## config.mk

```make
export PLATFORM = sky130hd
export DESIGN_NAME = pe_dsp_share_arb
export DESIGN_NICKNAME = d
export VERILOG_FILES = /design/src/rtl/pe_dsp_share_arb.sv
export SDC_FILE = /design/constraint.sdc
export NUM_CORES = 1
export LEC_CHECK = 0
export ABC_AREA = 1
export CORE_AREA = 2 2 313 315
export CTS_CLUSTER_DIAMETER = 30
export CTS_CLUSTER_SIZE = 40
export DETAILED_ROUTE_END_ITERATION = 8
export DIE_AREA = 0 0 315 317
export PLACE_DENSITY = 0.66
export RECOVER_POWER = 100
export SLEW_MARGIN = 30
export SYNTH_ARGS = -nofsm -noshare
export SYNTH_HDL_FRONTEND = slang
export SYNTH_SLANG_ARGS = --single-unit
```

## constraint.sdc

```tcl
create_clock -name clock -period 4.8 [get_ports clock]
set_input_delay 0.48 -clock clock [delete_from_list [all_inputs] [get_ports clock]]
set_output_delay 0.48 -clock clock [all_outputs]
set_load 0.03 [all_outputs]
```

## src/rtl/pe_dsp_share_arb.sv

```systemverilog
// pe_dsp_share_arb: shares one dual 18x18 unsigned multiplier DSP among NUM_REQ
// requesters. Round-robin grant with credit guard, registered operand drive,
// latency-matched tag pipeline and a response FIFO with a registered head.
// Optional statistics counters are built when PE_DSP_ARB_STATS_EN is defined.
module pe_dsp_share_arb #(
  parameter int NUM_REQ     = 4,
  parameter int DSP_LATENCY = 3,
  parameter int FIFO_DEPTH  = 8,
  parameter int ID_W        = (NUM_REQ > 1) ? $clog2(NUM_REQ) : 1
) (
  input  logic                    clock,
  input  logic                    reset,
  input  logic [NUM_REQ-1:0]      req_valid,
  output logic [NUM_REQ-1:0]      req_ready,
  input  logic [NUM_REQ*18-1:0]   req_ax,
  input  logic [NUM_REQ*18-1:0]   req_ay,
  input  logic [NUM_REQ*18-1:0]   req_bx,
  input  logic [NUM_REQ*18-1:0]   req_by,
  output logic [17:0]             dsp_ax,
  output logic [17:0]             dsp_ay,
  output logic [17:0]             dsp_bx,
  output logic [17:0]             dsp_by,
  input  logic [35:0]             dsp_resulta,
  input  logic [35:0]             dsp_resultb,
  output logic                    rsp_valid,
  input  logic                    rsp_ready,
  output logic [ID_W-1:0]         rsp_id,
  output logic [35:0]             rsp_resulta,
  output logic [35:0]             rsp_resultb
`ifdef PE_DSP_ARB_STATS_EN
  ,
  output logic [31:0]             stat_issue_cnt,
  output logic [31:0]             stat_stall_cnt
`endif
);

  localparam int PTR_W = $clog2(FIFO_DEPTH);
  localparam int CNT_W = PTR_W + 2;
  localparam int ENT_W = ID_W + 72;

  // Per-requester operand views of the flattened buses
  logic [17:0] ax_arr [NUM_REQ];
  logic [17:0] ay_arr [NUM_REQ];
  logic [17:0] bx_arr [NUM_REQ];
  logic [17:0] by_arr [NUM_REQ];

  genvar gi;
  generate
    for (gi = 0; gi < NUM_REQ; gi++) begin : g_unflat
      assign ax_arr[gi] = req_ax[18*gi +: 18];
      assign ay_arr[gi] = req_ay[18*gi +: 18];
      assign bx_arr[gi] = req_bx[18*gi +: 18];
      assign by_arr[gi] = req_by[18*gi +: 18];
    end
  endgenerate

  logic [ID_W-1:0]  ptr_reg;
  logic [CNT_W-1:0] inflight_reg;
  logic [PTR_W:0]   mem_count_reg;
  logic [PTR_W-1:0] wr_ptr_reg;
  logic [PTR_W-1:0] rd_ptr_reg;
  logic             out_valid_reg;
  logic [ENT_W-1:0] out_word_reg;
  logic [ENT_W-1:0] mem [FIFO_DEPTH];

  logic             tag_v_reg  [DSP_LATENCY+1];
  logic [ID_W-1:0]  tag_id_reg [DSP_LATENCY+1];

  logic [CNT_W-1:0] occ;
  logic             credit_ok;
  logic             grant_found;
  logic [ID_W-1:0]  grant_idx;
  logic [ID_W:0]    cand;
  logic             issue;
  logic [ID_W-1:0]  ptr_next;
  logic             push;
  logic [ENT_W-1:0] push_word;
  logic             pop;
  logic             out_load;
  logic             from_mem;
  logic             bypass;
  logic             mem_wr;

  // Credit: everything already queued plus everything still inside the DSP
  always_comb begin
    occ       = CNT_W'(mem_count_reg) + CNT_W'(out_valid_reg);
    credit_ok = (occ + inflight_reg) < CNT_W'(FIFO_DEPTH);
  end

  // Round-robin search: first valid requester at or after the pointer
  always_comb begin
    grant_found = 1'b0;
    grant_idx   = '0;
    cand        = '0;
    for (int k = 0; k < NUM_REQ; k++) begin
      cand = {1'b0, ptr_reg} + (ID_W+1)'(k);
      if (cand >= (ID_W+1)'(NUM_REQ)) begin
        cand = cand - (ID_W+1)'(NUM_REQ);
      end
      if (!grant_found && req_valid[cand[ID_W-1:0]]) begin
        grant_found = 1'b1;
        grant_idx   = cand[ID_W-1:0];
      end
    end
  end

  // One-hot grant, suppressed without credit and while reset is held
  always_comb begin
    issue     = grant_found && credit_ok && !reset;
    req_ready = '0;
    if (issue) begin
      req_ready[grant_idx] = 1'b1;
    end
    if (grant_idx == ID_W'(NUM_REQ - 1)) begin
      ptr_next = '0;
    end else begin
      ptr_next = grant_idx + ID_W'(1);
    end
  end

  // Round-robin pointer advances past the requester just served
  always_ff @(posedge clock) begin
    if (reset) begin
      ptr_reg <= '0;
    end else if (issue) begin
      ptr_reg <= ptr_next;
    end
  end

  // Operand register feeding the DSP; holds its value on idle cycles
  always_ff @(posedge clock) begin
    if (reset) begin
      dsp_ax <= '0;
      dsp_ay <= '0;
      dsp_bx <= '0;
      dsp_by <= '0;
    end else if (issue) begin
      dsp_ax <= ax_arr[grant_idx];
      dsp_ay <= ay_arr[grant_idx];
      dsp_bx <= bx_arr[grant_idx];
      dsp_by <= by_arr[grant_idx];
    end
  end

  // Tag pipe: stage 0 lines up with the operand register, last stage with the product
  always_ff @(posedge clock) begin
    if (reset) begin
      for (int s = 0; s <= DSP_LATENCY; s++) begin
        tag_v_reg[s]  <= 1'b0;
        tag_id_reg[s] <= '0;
      end
    end else begin
      tag_v_reg[0]  <= issue;
      tag_id_reg[0] <= grant_idx;
      for (int s = 1; s <= DSP_LATENCY; s++) begin
        tag_v_reg[s]  <= tag_v_reg[s-1];
        tag_id_reg[s] <= tag_id_reg[s-1];
      end
    end
  end

  // FIFO control: the head register refills from memory, or straight from the DSP when memory is empty
  always_comb begin
    push      = tag_v_reg[DSP_LATENCY];
    push_word = {tag_id_reg[DSP_LATENCY], dsp_resulta, dsp_resultb};
    pop       = out_valid_reg && rsp_ready;
    out_load  = !out_valid_reg || pop;
    from_mem  = out_load && (mem_count_reg != '0);
    bypass    = out_load && (mem_count_reg == '0) && push;
    mem_wr    = push && !bypass;
  end

  // Products issued but not yet written into the FIFO
  always_ff @(posedge clock) begin
    if (reset) begin
      inflight_reg <= '0;
    end else begin
      case ({issue, push})
        2'b10:   inflight_reg <= inflight_reg + CNT_W'(1);
        2'b01:   inflight_reg <= inflight_reg - CNT_W'(1);
        default: inflight_reg <= inflight_reg;
      endcase
    end
  end

  // FIFO storage array (no reset so it can map to block RAM)
  always_ff @(posedge clock) begin
    if (mem_wr) begin
      mem[wr_ptr_reg] <= push_word;
    end
  end

  // FIFO pointers and count
  always_ff @(posedge clock) begin
    if (reset) begin
      wr_ptr_reg    <= '0;
      rd_ptr_reg    <= '0;
      mem_count_reg <= '0;
    end else begin
      if (mem_wr) begin
        wr_ptr_reg <= wr_ptr_reg + PTR_W'(1);
      end
      if (from_mem) begin
        rd_ptr_reg <= rd_ptr_reg + PTR_W'(1);
      end
      case ({mem_wr, from_mem})
        2'b10:   mem_count_reg <= mem_count_reg + (PTR_W+1)'(1);
        2'b01:   mem_count_reg <= mem_count_reg - (PTR_W+1)'(1);
        default: mem_count_reg <= mem_count_reg;
      endcase
    end
  end

  // Registered response head; held while the consumer stalls
  always_ff @(posedge clock) begin
    if (reset) begin
      out_valid_reg <= 1'b0;
      out_word_reg  <= '0;
    end else if (out_load) begin
      if (from_mem) begin
        out_valid_reg <= 1'b1;
        out_word_reg  <= mem[rd_ptr_reg];
      end else if (push) begin
        out_valid_reg <= 1'b1;
        out_word_reg  <= push_word;
      end else begin
        out_valid_reg <= 1'b0;
      end
    end
  end

  // Credit accounting must never let a product arrive at a full FIFO
  always_ff @(posedge clock) begin
    if (!reset && push) begin
      assert (occ < CNT_W'(FIFO_DEPTH));
    end
  end

  assign rsp_valid   = out_valid_reg;
  assign rsp_id      = out_word_reg[ENT_W-1 -: ID_W];
  assign rsp_resulta = out_word_reg[71:36];
  assign rsp_resultb = out_word_reg[35:0];

`ifdef PE_DSP_ARB_STATS_EN
  logic stall;
  assign stall = (|req_valid) && !credit_ok;

  // Saturating handshake and credit-stall counters
  always_ff @(posedge clock) begin
    if (reset) begin
      stat_issue_cnt <= '0;
      stat_stall_cnt <= '0;
    end else begin
      if (issue && (stat_issue_cnt != 32'hFFFF_FFFF)) begin
        stat_issue_cnt <= stat_issue_cnt + 32'd1;
      end
      if (stall && (stat_stall_cnt != 32'hFFFF_FFFF)) begin
        stat_stall_cnt <= stat_stall_cnt + 32'd1;
      end
    end
  end
`endif

endmodule
```

# Word-level counts from Yosys, hierarchy flattened
# Memories as Yosys holds them, arrays and structs flattened. A register that Yosys moved wholly into a read port is not among the register bits.
# Index checks and enable logic that the tools add are counted.
# word_totals
elab_cells,137
input_bits,367
n_memories,3
ramBits,604
ff_bits,164
output_inout_bits,151
# mem_list
name,depth,word_bits,rd,rd_ports_with_merged_regs,write_ports,line,source
mem,8,74,1,1,1,64,logic [ENT_W-1:0] mem [FIFO_DEPTH];
tag_id_reg,4,2,4,0,4,67,logic [ID_W-1:0] tag_id_reg [DSP_LATENCY+1];
tag_v_reg,4,1,4,0,4,66,logic tag_v_reg [DSP_LATENCY+1];
# classes
add_sub_neg,16
n_bitwise,9
n_mux,57
n_reduce_logical,24
eq_ne,5
n_lt_le_gt_ge,12
# op_table
op,count
$mux W74,2
$bmux W18 S2,4
$mux W18,8
$mux W2,13
$mux W1,20
$lt A2 B3 Y1 const B,5
$ge A3 B3 Y1 const B,4
$logic_and A1 B1 Y1,11
$pmux W5 S2,1
$bmux W1 S2,4
$or A1 B1 Y1,8
$pmux W4 S2,1
$sub A2 B1 Y2 const B,4
$add A2 B2 Y3 const B,2
$add A3 B1 Y3 const B,2
$eq A2 B2 Y1 const B,3
$logic_not A1 Y1,6
$mux W3,2
$reduce_bool A2 Y1,3
$add A4 B1 Y5,1
$add A5 B1 Y5 const B,1
$add A5 B5 Y5,1
$lt A5 B4 Y1 const B,1
$sub A5 B1 Y5 const B,1
14 further kinds,15

# Logic depth before layout (Yosys ltp)
# Gate-level depths: netlist of run 1.
# logic_depth
ltp_word,19
depth_mapped,18

# Worst setup path after synthesis of run 1
# OpenSTA, ideal clock, no wires.
# synth_path
kind,register to register
start,register out_valid_reg (netlist: rsp_valid)
end,"memory mem[0][0] (netlist name), enable pin"
required_time_ns,4.293
synth_period_minus_slack_ns,4.700
stages_incl_launch_ff,9
setup_time_ns,0.507
slack_ns,0.100
t_arrival_ns,4.194
path_cell_list,dfxtp_1 > inv_1 > nor2_1 > inv_1 > nand2_1 > nand2_1 > inv_1 > nand2_1 > nor2_1
# synth_via
elab_chain_len,8
elab_cells_between_ends,9
classes_between,2 x mux; 7 x reduce/logical
# synth_rtl
element,line,source
"start, declared",62,logic out_valid_reg;
"start signal, assigned",217,out_valid_reg <= 1'b0;
"start signal, assigned",221,out_valid_reg <= 1'b1;
"start signal, assigned",224,out_valid_reg <= 1'b1;
$logic_not A1 Y1 / $logic_and A1 B1 Y1 (equally long branches),"167, 166",
$logic_or A1 B1 Y1 (*),167,out_load = !out_valid_reg || pop;
$logic_and A1 B1 Y1 (*) (2 in a row),169,bypass = out_load && (mem_count_reg == '0) && push;
$logic_not A1 Y1 (*),170,mem_wr = push && !bypass;
$logic_and A1 B1 Y1 (*),170,
$mux W1 (*),188,if (mem_wr) begin
$mux W1 (not written as such) (*),189,mem[wr_ptr_reg] <= push_word;
"end, declared",64,
# Every way passes the cells marked *; elsewhere a longest branch is shown, timed or not.

# Final worst setup path of run 1
# layout_path
start,register ptr_reg[0]
end,output req_ready[3]
# layout_via
elab_chain_len,19
elab_cells_between_ends,45
classes_between,7 x add/sub; 6 x order compare; 23 x mux; 9 x reduce/logical
# layout_rtl
element,line,source
"start, declared",57,logic [ID_W-1:0] ptr_reg;
"start signal, assigned",126,ptr_reg <= ptr_next;
branches (longest 18 deep; another with $add A2 B1 Y3),-,
$mux W4 (*),111,if (issue) begin
"end, declared",14,"output logic [NUM_REQ-1:0] req_ready,"
# Every way passes the cells marked *. The select of a mux whose other input is x is not followed.

==> metrics.md, run 1 <==
| Metric | Value |
|---|---|
| Iteration count of the initial detailed-routing pass | `7` |
| Clk_skew | `0.05499 ns` |
| Post-synth cell types | `35` |
| Sw Pwr | `11.26 mW` |
| Vias per cell | `5.128` |
| Most frequent cells in the layout | `edfxtp_1 (592), inv_1 (336), nor2_1 (335), nand3_1 (295), clkdlybuf4s50_1 (293)` |
| Failing checks | `max-capacitance violations, max-slew violations` |
| WHS | `0.3964 ns` |
| Antenna violations before repair | `15` |
| Port Buffers | `517` |
| Yosys warns | `0` |
| Die area | `99860 um^2` |
| HP Class | `reg -> reg` |
| Hpwl dp | `60810 um` |
| CTS Buffer Depth | `3` |
| Worst path cell trace | `inv_1 > nand2_1 > nand2_1 > o21ai_0 > nand3_2 > nand3_1 > nand2_4 > inv_2 > clkbuf_4 > ha_1 > inv_1 > nor2_1 > buf_4` |
| Final ANT Viol Nets | `0` |
| Top cell type's share of synthesized area | `52.99%` |
| Setup crit end kind | `output pin` |
| Mux contribution to synthesized area | `2.208%` |
| Peak supply drop | `863.8 uV` |
| Reg power frac | `27.1%` |
| Io pins | `518` |
| CP required | `4.32 ns` |
| Simple-gate share of the synthesized area | `13.06%` |
| Yosys reg bits | `771` |
| Clock network power share | `38.9%` |
| CP max FO | `73` |
| Status | `finished, violations left` |
| GRT Resource Usage Total | `20.12%` |
| Final core utilization | `47.44%` |
| Synth area leader | `edfxtp_1` |
| Fmax | `231.6 MHz` |
| Synth Area in Compound Gates | `13.25%` |
| Post-CTS setup buffers | `0` |
| Area contributors post-synth | `edfxtp_1 (53%), dfxtp_1 (11%), nand3_1 (4.4%)` |
| Initial DRC count | `2040` |
| Total CTS buffers | `164` |
| Chip width | `315 um` |
| Post-synth EDFFs | `592` |
| Fill cells | `8692` |
| Area grow syn2layout | `36.16%` |
| Synth Flop Type | `edfxtp_1` |
| Placed instance count | `4734` |
| Combinational family with the most area after synthesis | `compound AO/OA/AOI/OAI gates` |
| Setup CP Type | `reg -> out` |
| Vias in the first global route | `25370` |
| Via Count | `25910` |
| Wire length of the first global-routing pass | `151400 um` |
| Post-Syn Area | `33550 um^2` |
| Fin Setup TNS | `0 ns` |
| Clock root buffer | `clkbuf_16` |
| Clock-pin slew on the worst setup and hold paths | `0.04 ns` |
| Finish-stage setup viols | `0` |
| Synthesized area per cell | `10.71 um^2` |
| Final-report hold violation count | `0` |
| Crit path DAT | `3.84 ns` |
| H-tree Lvls | `4` |
| Post-Synth Adder-Cell Area | `0.7534%` |
| CTS tree | `yes` |
| Worst Tran Pin Value | `2.562 ns` |
| Syn_nets | `3518` |
| Starting Density | `34.84%` |
| Gates resized, CTS repair | `0` |
| Worst-Skew Late Latency | `0.75 ns` |
| Slowest CP cell | `clkbuf_4` |
| Lkg Pwr | `17.47 nW` |
| Die height | `317 um` |
| Core Rows | `114` |
| GP Congestion | `0.9086` |
| Switching Share | `36.94%` |
| Int Power | `19.22 mW` |
| Final net count | `4010` |
| Share of layout cells above drive strength 1 | `8.840%` |
| Post-Synth XOR/XNOR Area | `0.1567%` |
| CTS Sinks | `771` |
| Syn Inst Count | `3132` |
| PD cells | `667.3 nW/um^2` |
| Logic pwr share | `34.0%` |
| Register Area | `21370 um^2` |
| Drt drc | `0` |
| WL/cell | `20.39 um` |
| Non-Filler Instances | `5052` |
| Post-CTS Hold Buffers | `0` |
| Core area | `96280 um^2` |
| Crit share post-route | `89.94%` |
| Slew Viols, Final | `795` |
| CP peak stage delay | `0.69 ns` |
| Max reg flops | `592` |
| Largest net degree at the start of global routing | `173` |
| Post-layout min period | `4.317 ns` |
| Async set-reset flop share out of synthesis | `0%` |
| Multi-input gate area | `9910 um^2` |
| Startpoint Class | `register` |
| Maxcap violations | `19` |
| WL final | `103000 um` |
| Rel. slew slack | `-70.79%` |
| Most common cell after layout, fill and taps aside | `edfxtp_1` |
| RSZ-0062 raised after global routing | `no` |
| Remaining Overflow, GRT | `0` |
| Register area share after synthesis | `63.68%` |
## area by class of cell
type / count / share of cell area, %
well taps: 1276 / 3.495
clock inverters: 109 / 3.339
flip-flops and latches: 771 / 46.79
inverters: 340 / 2.816
clock buffers: 200 / 9.705
multi-input cells: 1786 / 21.70
diodes: 9 / 0.04931
repair buffers: 561 / 12.11
## power groups by stage
stage / Sequential, mW / Clock [mW] / Combinational (mW)
final: 8.27 / 11.9 / 10.4
after global placement: 8.40 / 0 / 10.4
after global routing: 8.34 / 12.4 / 11.3
after floorplan: 8.86 / 0 / 6.58
after detailed placement: 8.41 / 0 / 10.5
after CTS: 8.30 / 12.0 / 10.6
## final timing paths
| kind | from | end | slack (ns) | cells after the start |
|---|---|---|---|---|
| min | tag_id_reg[1][0] | tag_id_reg[2][0] | 0.40 | 2 |
| min reg2reg | tag_id_reg[1][0] | tag_id_reg[2][0] | 0.40 | 2 |
| max | ptr_reg[0] | req_ready[3] | 0.48 | 13 |
| max reg2reg | ptr_reg[0] | dsp_by[12] | 0.58 | 11 |
## through the flow
stage                     total power, mW  setup slack, ns  cell area [um^2]
after floorplan                     15.45          0.09970             33550
after global placement              18.81            1.220             39880
after detailed placement            18.94            1.203             39880
after CTS                           30.92           0.5840             45840
after global routing                32.04           0.2109             45660
final                               30.48           0.4827             45680
## critical path: cells and delay by family, from the launching register on
family                     cells  cell delay [ns]
and+or+nand+nor                6             0.71
AOI/OAI and AO/OA              1             0.31
DFF                            1             0.59
buffers and inverters          5             1.21
adders and majority gates      1             0.29
## cells in the mapped netlist, types with 5 or more instances
master and n:
buf_1 5, inv_1 335, buf_6 9, nand2_1 268, nor2_1 339, a21oi_1 166, dfxtp_1 179, o21ai_0 238
edfxtp_1 592, clkbuf_1 157, o32ai_1 74, mux2i_1 74, buf_2 61, o211ai_1 74, nand3b_1 73, o221ai_1 74
ha_1 17, o21a_1 72, nand3_1 294
## per-layer routing
metal,routed length [um],global-route usage [%]
met1,38750,23.22
met2,51890,34.50
met3,8310,5.419
met4,3980,9.989
met5,69,0
## logic make-up after synthesis
logic type / count (synthesis)
and+or+nand+nor: 984
DFF: 771
AOI/OAI and AO/OA: 703
buffers and inverters: 575
muxes: 74
adders and majority gates: 19
xor gates and xnor gates: 6
Note: power is estimated with default switching activity, not from simulation.
==> run 2, diff against run 1 <==
--- a/config.mk
+++ b/config.mk
@@ -11,8 +11,10 @@
 export CTS_CLUSTER_SIZE = 40
 export DETAILED_ROUTE_END_ITERATION = 8
 export DIE_AREA = 0 0 315 317
+export HOLD_SLACK_MARGIN = 0.15
 export PLACE_DENSITY = 0.66
 export RECOVER_POWER = 100
+export SKIP_CTS_REPAIR_TIMING = 1
 export SLEW_MARGIN = 30
 export SYNTH_ARGS = -nofsm -noshare
 export SYNTH_HDL_FRONTEND = slang
==> results of run 2 <==
No change in the layout: final DEF, timing and power equal those of run 1.
